$ cat src/rtl/ttt_uart_pkg.sv
// Shared definitions for the UART transmit arbiter: requester IDs, FSM states
// and the round-robin pointer advance helper.
package ttt_uart_pkg;

  localparam int NUM_REQ_DEF = 3;
  localparam int REQ_IDX_W   = 2;

  localparam logic [REQ_IDX_W-1:0] REQ_GAME   = 2'd0;
  localparam logic [REQ_IDX_W-1:0] REQ_ECHO   = 2'd1;
  localparam logic [REQ_IDX_W-1:0] REQ_STATUS = 2'd2;

  typedef enum logic {
    ST_IDLE = 1'b0,
    ST_SEND = 1'b1
  } state_e;

  function automatic logic [REQ_IDX_W-1:0] next_idx(input logic [REQ_IDX_W-1:0] idx,
                                                    input int unsigned n);
    logic [REQ_IDX_W-1:0] res;
    if (32'(idx) >= n - 32'd1) begin
      res = 2'd0;
    end else begin
      res = idx + 2'd1;
    end
    return res;
  endfunction

endpackage

$ cat src/rtl/uart_tx_arbiter_rr_pick.sv
// Combinational round-robin picker: first set request searching upward from
// ptr_i with wrap-around; returns one-hot, index and an any-request flag.
module rr_pick #(
  parameter int N  = 3,
  parameter int IW = 2
) (
  input  logic [N-1:0]  req_i,
  input  logic [IW-1:0] ptr_i,
  output logic [N-1:0]  grant_o,
  output logic [IW-1:0] idx_o,
  output logic          any_o
);

  logic [IW:0] k_s;

  // Walk the candidates in rotation order, keeping the first hit.
  always_comb begin
    grant_o = '0;
    idx_o   = '0;
    any_o   = 1'b0;
    k_s     = '0;
    for (int i = 0; i < N; i++) begin
      k_s = {1'b0, ptr_i} + (IW+1)'(i);
      if (k_s >= (IW+1)'(N)) begin
        k_s = k_s - (IW+1)'(N);
      end else begin
        k_s = k_s;
      end
      if (!any_o && req_i[k_s[IW-1:0]]) begin
        any_o                 = 1'b1;
        idx_o                 = k_s[IW-1:0];
        grant_o[k_s[IW-1:0]] = 1'b1;
      end else begin
        any_o = any_o;
      end
    end
  end

endmodule

$ cat src/rtl/uart_tx_arbiter.sv
// Packet-based round-robin arbiter sharing one UART TX byte interface between
// several requesters, with byte-count and idle watchdogs forcing release.
module uart_tx_arbiter
  import ttt_uart_pkg::*;
#(
  parameter int NUM_REQ      = NUM_REQ_DEF,
  parameter int MAX_PKT      = 32,
  parameter int IDLE_TIMEOUT = 1024
) (
  input  logic                   clk,
  input  logic                   reset,
  input  logic [NUM_REQ-1:0]     req_valid_i,
  input  logic [8*NUM_REQ-1:0]   req_data_i,
  input  logic [NUM_REQ-1:0]     req_last_i,
  output logic [NUM_REQ-1:0]     req_ready_o,
  output logic                   tx_valid_o,
  output logic [7:0]             tx_data_o,
  input  logic                   tx_ready_i,
  output logic [NUM_REQ-1:0]     grant_o,
  output logic                   busy_o,
  output logic                   abort_o,
  output logic [REQ_IDX_W-1:0]   abort_id_o
);

  localparam int IW  = REQ_IDX_W;
  localparam int BCW = $clog2(MAX_PKT + 1);
  localparam int ICW = $clog2(IDLE_TIMEOUT + 1);

  state_e             state_q, state_d;
  logic [NUM_REQ-1:0] grant_q, grant_d;
  logic [IW-1:0]      gidx_q, gidx_d;
  logic [IW-1:0]      ptr_q, ptr_d;
  logic [IW-1:0]      abort_id_q, abort_id_d;
  logic [BCW-1:0]     byte_cnt_q, byte_cnt_d;
  logic [ICW-1:0]     idle_cnt_q, idle_cnt_d;
  logic               busy_q, busy_d;
  logic               abort_q, abort_d;

  logic [NUM_REQ-1:0] pick_oh_s;
  logic [IW-1:0]      pick_idx_s;
  logic               pick_any_s;
  logic               g_valid_s, g_last_s, xfer_s;
  logic [7:0]         g_data_s;
  logic               rel_s, force_s;

  rr_pick #(.N(NUM_REQ), .IW(IW)) u_pick (
    .req_i   (req_valid_i),
    .ptr_i   (ptr_q),
    .grant_o (pick_oh_s),
    .idx_o   (pick_idx_s),
    .any_o   (pick_any_s)
  );

  // Owner's byte stream; grant_q is zero when idle so nothing passes through.
  always_comb begin
    g_valid_s = |(req_valid_i & grant_q);
    g_last_s  = |(req_last_i & grant_q);
    g_data_s  = 8'h00;
    for (int i = 0; i < NUM_REQ; i++) begin
      g_data_s = g_data_s | (req_data_i[8*i +: 8] & {8{grant_q[i]}});
    end
    xfer_s = g_valid_s & tx_ready_i;
  end

  assign tx_valid_o  = g_valid_s;
  assign tx_data_o   = g_data_s;
  assign req_ready_o = grant_q & {NUM_REQ{tx_ready_i}};
  assign grant_o     = grant_q;
  assign busy_o      = busy_q;
  assign abort_o     = abort_q;
  assign abort_id_o  = abort_id_q;

  // Next-state logic: grant in IDLE, watch the packet and watchdogs in SEND.
  always_comb begin
    state_d    = state_q;
    grant_d    = grant_q;
    gidx_d     = gidx_q;
    ptr_d      = ptr_q;
    abort_id_d = abort_id_q;
    byte_cnt_d = byte_cnt_q;
    idle_cnt_d = idle_cnt_q;
    busy_d     = busy_q;
    abort_d    = 1'b0;
    rel_s      = 1'b0;
    force_s    = 1'b0;
    case (state_q)
      ST_IDLE: begin
        if (pick_any_s) begin
          state_d    = ST_SEND;
          grant_d    = pick_oh_s;
          gidx_d     = pick_idx_s;
          busy_d     = 1'b1;
          byte_cnt_d = '0;
          idle_cnt_d = '0;
        end else begin
          grant_d = '0;
          busy_d  = 1'b0;
        end
      end
      ST_SEND: begin
        if (xfer_s) begin
          idle_cnt_d = '0;
          byte_cnt_d = (byte_cnt_q == BCW'(MAX_PKT)) ? byte_cnt_q : byte_cnt_q + BCW'(1);
          if (g_last_s) begin
            rel_s = 1'b1;
          end else if (byte_cnt_q >= BCW'(MAX_PKT - 1)) begin
            rel_s   = 1'b1;
            force_s = 1'b1;
          end else begin
            rel_s = 1'b0;
          end
        end else if (!g_valid_s) begin
          // Only a genuinely absent byte counts as idle; backpressure holds.
          if (idle_cnt_q >= ICW'(IDLE_TIMEOUT - 1)) begin
            rel_s   = 1'b1;
            force_s = 1'b1;
          end else begin
            idle_cnt_d = idle_cnt_q + ICW'(1);
          end
        end else begin
          idle_cnt_d = idle_cnt_q;
        end
        if (rel_s) begin
          state_d    = ST_IDLE;
          grant_d    = '0;
          busy_d     = 1'b0;
          byte_cnt_d = '0;
          idle_cnt_d = '0;
          ptr_d      = next_idx(gidx_q, NUM_REQ);
          abort_d    = force_s;
          abort_id_d = force_s ? gidx_q : abort_id_q;
        end else begin
          state_d = ST_SEND;
        end
      end
      default: begin
        state_d = ST_IDLE;
        grant_d = '0;
        busy_d  = 1'b0;
      end
    endcase
  end

  // State and counter registers with synchronous reset.
  always_ff @(posedge clk) begin
    if (reset) begin
      state_q    <= ST_IDLE;
      grant_q    <= '0;
      gidx_q     <= '0;
      ptr_q      <= '0;
      abort_id_q <= '0;
      byte_cnt_q <= '0;
      idle_cnt_q <= '0;
      busy_q     <= 1'b0;
      abort_q    <= 1'b0;
    end else begin
      state_q    <= state_d;
      grant_q    <= grant_d;
      gidx_q     <= gidx_d;
      ptr_q      <= ptr_d;
      abort_id_q <= abort_id_d;
      byte_cnt_q <= byte_cnt_d;
      idle_cnt_q <= idle_cnt_d;
      busy_q     <= busy_d;
      abort_q    <= abort_d;
    end
  end

endmodule

$ cat config.mk
export PLATFORM = sky130hd
export DESIGN_NAME = uart_tx_arbiter
export DESIGN_NICKNAME = d
export VERILOG_FILES = /design/src/rtl/ttt_uart_pkg.sv /design/src/rtl/uart_tx_arbiter_rr_pick.sv /design/src/rtl/uart_tx_arbiter.sv
export SDC_FILE = /design/constraint.sdc
export NUM_CORES = 1
export LEC_CHECK = 0
export CAP_MARGIN = 30
export CORE_MARGIN = 2
export CORE_UTILIZATION = 40
export DETAILED_ROUTE_END_ITERATION = 10
export DONT_BUFFER_PORTS = 1
export HOLD_SLACK_MARGIN = 0.15
export PLACE_DENSITY = 0.62
export SLEW_MARGIN = 30
export SYNTH_ARGS = -nofsm -noshare
export SYNTH_HDL_FRONTEND = slang
export SYNTH_SLANG_ARGS = --single-unit
$ cat constraint.sdc
create_clock -name clk -period 2.9 [get_ports clk]
set_clock_uncertainty 0.1 [all_clocks]
set_input_delay 0.29 -clock clk [delete_from_list [all_inputs] [get_ports clk]]
set_output_delay 0.29 -clock clk [all_outputs]
set_load 0.005 [all_outputs]
==> impl_metrics.tcl <==
set metrics [dict create \
    clk_latency_ns 0.28 \
    dp.cells 276 \
    yosys.cell_types.count 50 \
    compound_cell_area_share_of_the_yosys_netlist_pct 30.8 \
    rsz0062_at_grt "no" \
    initial_utilization_pct 41.0 \
    cp_top_family "simple AND/OR/NAND/NOR gates" \
    global_route.peak_usage_layer "met2" \
    whs_path_depth 2 \
    power-per-cell-area_mw_per_mm2 448 \
    cp-end-kind "flop" \
    reg2reg_launch_point "ptr_q[0]" \
    edff_count_synth 0 \
    synth_top_family_by_area "compound AO/OA/AOI/OAI gates" \
    vias 1726 \
    drt_first_pass_iters 4 \
    synth_area_leader_cell "sky130_fd_sc_hd__dfxtp_1" \
    fp.dieH_microns 73.3 \
    total_leakage_power_nw 0.754 \
    cp_max_fo 10 \
    area_of_the_die_sq_mm 0.00538 \
    cells_along_the_critical_path "inv_1 -> ha_1 -> nor2b_1 -> o21a_1 -> nor4_2 -> or4b_2 -> a21oi_1" \
    globalRouteMet1Util_pct 21.7 \
    finalSetupTns_ns 0 \
    antennaDiodeCount 0 \
    numClockSinks 29 \
    syn_to_final_growth_pct 9.24 \
    grt_pass1_wl_mm 7.09 \
    drt-vias-per-instance 6.03 \
    synth_top_cells_by_count "sky130_fd_sc_hd__dfxtp_1 (29), sky130_fd_sc_hd__inv_1 (25), sky130_fd_sc_hd__o21ai_0 (17)" \
    gr-usage-all-layers_pct 16.5 \
    postSynthRegisterBits 29 \
    postSynth.asyncResetShare_pct 0 \
    pre_cts_ws_ns 0.627 \
    drt-wirelength-per-cell_microns 14.9 \
    vias_in_the_first_global_route 1534 \
    final_layout_size_suffix_gt1_share_pct 9.91 \
    final.hold.worst_slack_ns 0.165 \
    critical_path.slowest_cell "sky130_fd_sc_hd__or4b_2" \
    finish.net_count 271 \
    xor_xnor_share_of_the_synthesized_area_pct 0 \
    grt_util_met3_pct 4.25 \
    min_path_type "input pin to flop" \
    clkSlewWorstSetupHoldPaths_ns 0.07 \
    post-synth-top-area-fraction_pct 30.2 \
    clock_tree_from_tritoncts "done" \
    cp_num_cells 7 \
    worst_reg_to_reg_cells 7 \
    critical_path_required_ns 3.02 \
    postSynthAreaPerCell_sq_um 8.36 \
    synth_most_common_cell "sky130_fd_sc_hd__dfxtp_1" \
    buffer_ports.inserted 0 \
    globalRouteOverflowTotal 0 \
    power.total_w 0.000942 \
    detail_route.drc_violations 0 \
    numCtsBuffers 5 \
    final_min_period_over_clock_period_pct 79.6 \
    setup.worst_path.start_class "flop" \
    grt_antenna_before_repair 0 \
    design.core.area_sq_mm 0.00469 \
    tightest_slew_ns 0.676 \
    relSlewSlack_pct 54.8 \
    critPathBufInv 1 \
    post-dp-hpwl_mm 3.09 \
    synthSimpleGateAreaFrac_pct 22.6 \
    worstHoldEndpoint "idle_cnt_q[10]" \
    post_cts_resized 0 \
    synth_flop_type "sky130_fd_sc_hd__dfxtp_1" \
    number_of_pins_with_negative_max_slew_slack_in_the_final_report 0 \
    critical-path-max-stage-delay_ns 0.66 \
    ctsHtreeMaxLevel 2 \
    synth_sequential_area_ratio_pct 30.2 \
    syn_area_sq_mm 0.00192 \
    post-route-min-period_ns 2.31 \
    io_pins 52 \
    irDropWorstVdd_v 0.000326 \
    met2_usage_pct 27.1 \
    worst_ep_arrival_time_ns 2.43 \
    critical_path_class "flop to flop" \
    globalplace.congestion 0.845 \
    grt_start_max_net_pins 22 \
    reg2reg_setup_slack_ns 0.59 \
    synth_cells 230 \
    finalWirelength_mm 4.27 \
    ctsLongestPathBuffers 2 \
    detail-route-antenna-nets 0 \
    rows 25 \
    maxCapViolations 0 \
    setup_viol 0 \
    detailedRoute.firstIterationViolations 129 \
    crit_path_setup_slack_layout_ns 0.592 \
    root_buffer "sky130_fd_sc_hd__clkbuf_8" \
    yosys_warnings 0 \
    ys_top_cells_by_area "sky130_fd_sc_hd__dfxtp_1 (30%), sky130_fd_sc_hd__a222oi_1 (5.2%), sky130_fd_sc_hd__inv_1 (4.9%)" \
    yosys-mux-area-fraction_pct 3.64 \
    final_cells 286 \
    min_from "reset" \
    hold_viol_final 0 \
    rr_endpoint "idle_cnt_q[10]" \
    max_freq_mhz 433 \
    synth-adder-area-share_pct 4.55 \
    syn_nets 270 \
    outcome "finished clean" \
    die-width_microns 73.3 \
]
## state kept, by name, indices dropped and copies added, names as in the netlist
name / flops
abort_id_o: 2
abort_o: 1
busy_o: 1
byte_cnt_q: 6
gidx_q: 2
grant_o: 3
idle_cnt_q: 11
ptr_q: 2
state_q: 1
## cells in the final DEF, fill, tap and decap left out, types with 6 or more instances in the layout
cell                       instances
sky130_fd_sc_hd__nand2_1           9
sky130_fd_sc_hd__nor2_1            8
sky130_fd_sc_hd__nor2b_1           6
sky130_fd_sc_hd__o21ai_0          17
sky130_fd_sc_hd__a21oi_1          13
sky130_fd_sc_hd__ha_1              7
sky130_fd_sc_hd__a222oi_1         10
sky130_fd_sc_hd__and2_1            6
sky130_fd_sc_hd__dfxtp_1          29
sky130_fd_sc_hd__mux2i_1           7
sky130_fd_sc_hd__nand3_1           9
sky130_fd_sc_hd__nand2b_1         14
sky130_fd_sc_hd__a211oi_1          8
sky130_fd_sc_hd__inv_1            25
## timing repair
action	CTS	global route
setup buffers	0	0
endpoints found under the setup margin	0	0
hold buffers	2	0
hold endpoints to repair	19	0
## stage by stage
step,area [sq um],util [%]
floorplan,1920,-
global route,2100,44.8
detailed placement,1970,41.9
CTS,2100,44.8
finish,2100,44.8
global placement,1970,41.9
## layer usage
| metal | vias up | part of all wire [%] |
|---|---|---|
| met4 | 0 | 0.84 |
| li1 | 855 | - |
| met3 | 4 | 3.5 |
| met2 | 22 | 49 |
| met1 | 845 | 47 |
| met5 | - | 0 |
## kinds of logic after synthesis
kind of cell    Yosys count
flops                    29
simple gates             74
mux                       7
compound gates           75
buf+inv                  38
fa+ha+maj                 7
## how the worst max path moves through the flow
| stage | from | endpoint | slack [ns] |
|---|---|---|---|
| final | ptr_q[0] | idle_cnt_q[10] | 0.59 |
| after global routing | ptr_q[0] | byte_cnt_q[3] | 0.39 |
| after CTS | ptr_q[0] | idle_cnt_q[10] | 0.60 |
| after detailed placement | ptr_q[0] | idle_cnt_q[10] | 0.63 |
| after global placement | ptr_q[0] | idle_cnt_q[10] | 0.65 |
| after floorplan | ptr_q[0] | idle_cnt_q[10] | 0.62 |
## cell type report
cell class                 instances  area, sq um
sequential                        29          581
timing repair buffer               7         57.6
clock inverter                     3         46.3
inverter                          25         93.8
multi-input combinational        163         1190
fill                             467         2590
tap                               54         67.6
clock buffer                       5         68.8
## power breakdown
group          total [W]  switching, W  leakage [nW]  internal, W
clock           0.000422      0.000165        0.0543     0.000257
sequential      0.000420     0.0000135         0.235     0.000406
combinational  0.0000999     0.0000548         0.464    0.0000451
(Power assumes the default switching activity.)
==> edit (same flow settings) <==
Set the parameter `MAX_PKT` to 16 (it was 32).
--- a/src/rtl/uart_tx_arbiter.sv
+++ b/src/rtl/uart_tx_arbiter.sv
@@ -4,7 +4,7 @@
   import ttt_uart_pkg::*;
 #(
   parameter int NUM_REQ      = NUM_REQ_DEF,
-  parameter int MAX_PKT      = 32,
+  parameter int MAX_PKT      = 16,
   parameter int IDLE_TIMEOUT = 1024
 ) (
   input  logic                   clk,
Function: no difference found for any inputs over 10 cycles, from zero or initial values and one cycle with reset high; that may be too few to reach the edited logic, so the function may still have changed.
==> edit against the original RTL <==
- power down 14%
- area after synthesis decreased by 3.8%
- critical path depth stayed put
- global-route usage rose by 0.49 points
- setup slack worse by 0.060 ns
- worst hold slack improved by 0.018 ns
- sequential cell count shrank 1
- final area fell by 5.4%
- routed wire length increased by 2.6%
==> edit: results (changes against the original RTL) <==
| Metric | Value |
|---|---|
| Status | `complete, no violations (unchanged)` |
| Layout cells sized above 1 | `0.0673 (was 0.0991)` |
| GRT met3 Usage | `0.0375 (was 0.0425)` |
| Post-synth top cells | `dfxtp_1, nand2_1, inv_1 (was dfxtp_1, inv_1, o21ai_0)` |
| WL met1 | `2210 µm (was 2000 µm)` |
| Netlist cell types | `54 (was 50)` |
| P_sw | `0.193 mW (was 0.234 mW)` |
| Worst slack, placed | `0.536 ns (was 0.627 ns)` |
| Clk_lat worst skew | `0.27 ns` |
| Hold buffers post-CTS | `3 (was 2)` |
| Initial drt markers | `128 (was 129)` |
| Synth area leaders | `dfxtp_1, a222oi_1, ha_1 (was dfxtp_1, a222oi_1, inv_1)` |
| Hold Path Depth | `2 (unchanged)` |
| Post-CTS Setup Bufs | `0 (unchanged)` |
| Crit-path max cell delay | `0.39 ns (was 0.66 ns)` |
| Met2 wire length | `1850 µm (was 2090 µm)` |
| Cell count after synthesis | `225 (was 230)` |
| CP max stage cell | `dfxtp_1 (was or4b_2)` |
| Max FFs per register | `11 (unchanged)` |
| Root Buffer | `clkbuf_8 (unchanged)` |
| GRT Util Overall | `0.170 (was 0.165)` |
| Async set or reset register ratio after synthesis | `0 (unchanged)` |
| Router iterations before antenna repair | `5 (was 4)` |
| GRT met1 Usage | `0.249 (was 0.217)` |
| R2R cell count | `7 (unchanged)` |
| Placed cell area | `1890 µm² (was 1970 µm²)` |
| Synthesized Nets | `266 (was 270)` |
| Worst hold path type | `in2reg (unchanged)` |
| Met2 Use GR | `0.263 (was 0.271)` |
| CP Max Fanout | `9 (was 10)` |
| Worst vdd ir | `379 µV (was 326 µV)` |
| Yosys warns | `0 (unchanged)` |
| Diodes inserted | `0 (unchanged)` |
| Slew @ Worst Pin | `0.616 ns (was 0.676 ns)` |
| Met3 WL | `310 µm (was 150 µm)` |
| Vias per cell | `6.23 (was 6.03)` |
| First-pass GRT wire length | `7110 µm (was 7090 µm)` |
| Leak | `0.753 nW (was 0.754 nW)` |
| Post-Layout Cell Count | `275 (was 286)` |
| IO Port Bufs | `0 (unchanged)` |
| Final WL | `4390 µm (was 4270 µm)` |
| Largest net degree at the start of global routing | `17 (was 22)` |
| Reg clk slew, reported paths | `0.09 ns (was 0.07 ns)` |
| CTS Buf Count | `3 (was 5)` |
| Vias in the first global route | `1,498 (was 1,534)` |
| Top reg by flops | `idle_cnt_q (unchanged)` |
| H-tree Lvls | `1 (was 2)` |
| DR top layer | `met4 (unchanged)` |
| Post-detail-place hpwl | `3240 µm (was 3090 µm)` |
| RD Place Congestion | `0.823 (was 0.845)` |
| Maximum buffer depth of the clock tree | `2 (unchanged)` |
| DR DRC count | `0 (unchanged)` |
| Register area share after synthesis | `0.303 (was 0.302)` |
| Resize count post-CTS | `0 (unchanged)` |
| CP arrival | `2.43 ns (about the same)` |
| Initial antenna violation count | `0 (unchanged)` |
-- edit: cells by family (layout without fill, tap and decap cells) --
kind of cell               after synthesis  after routing  synth area share
AOI/OAI and AO/OA                       77             77             0.321
and+or+nand+nor                         72             72             0.211
buffers and inverters                   33             31            0.0730
DFF                                     28             28             0.303
adders and majority gates                8              8            0.0541
muxes                                    7              7            0.0385
-- edit: path summary, 6_finish.rpt --
| path | from | endpoint | slack, ns |
|---|---|---|---|
| setup / recovery | ptr_q[1]$_SDFFE_PP0P_ | byte_cnt_q[3]$_SDFFE_PP0P_ | 0.53 |
| hold / removal | reset | busy_o$_SDFFE_PP0P_ | 0.18 |
| setup reg to reg | ptr_q[1]$_SDFFE_PP0P_ | byte_cnt_q[3]$_SDFFE_PP0P_ | 0.53 |
| hold reg to reg | abort_id_o[0]$_SDFFE_PP0P_ | abort_id_o[0]$_SDFFE_PP0P_ | 0.38 |
-- edit: critical path, delay by kind of cell (launching register included) --
kind	cells	cell delay, ns
AO/OA/AOI/OAI	4	1.23
adder cells (fa/ha/maj)	1	0.30
buffers and inverters	1	0.07
flip-flops	1	0.39
AND/OR/NAND/NOR	1	0.17
-- edit: power groups by stage --
stage | Combinational (mW) | Sequential (mW) | Clock (mW)
floorplan | 0.0873 | 0.409 | 0
global placement | 0.0949 | 0.418 | 0
detailed placement | 0.0947 | 0.419 | 0
CTS | 0.101 | 0.410 | 0.311
global route | 0.111 | 0.412 | 0.332
finish | 0.101 | 0.410 | 0.303
-- edit: cell type report --
| class | count | area, µm² |
|---|---|---|
| timing repair buffer | 7 | 60.1 |
| tap | 52 | 65.1 |
| clock buffer | 3 | 41.3 |
| clock inverter | 1 | 30.0 |
| sequential | 28 | 561 |
| inverter | 20 | 75.1 |
| multi-input combinational | 164 | 1150 |
| fill | 436 | 2430 |
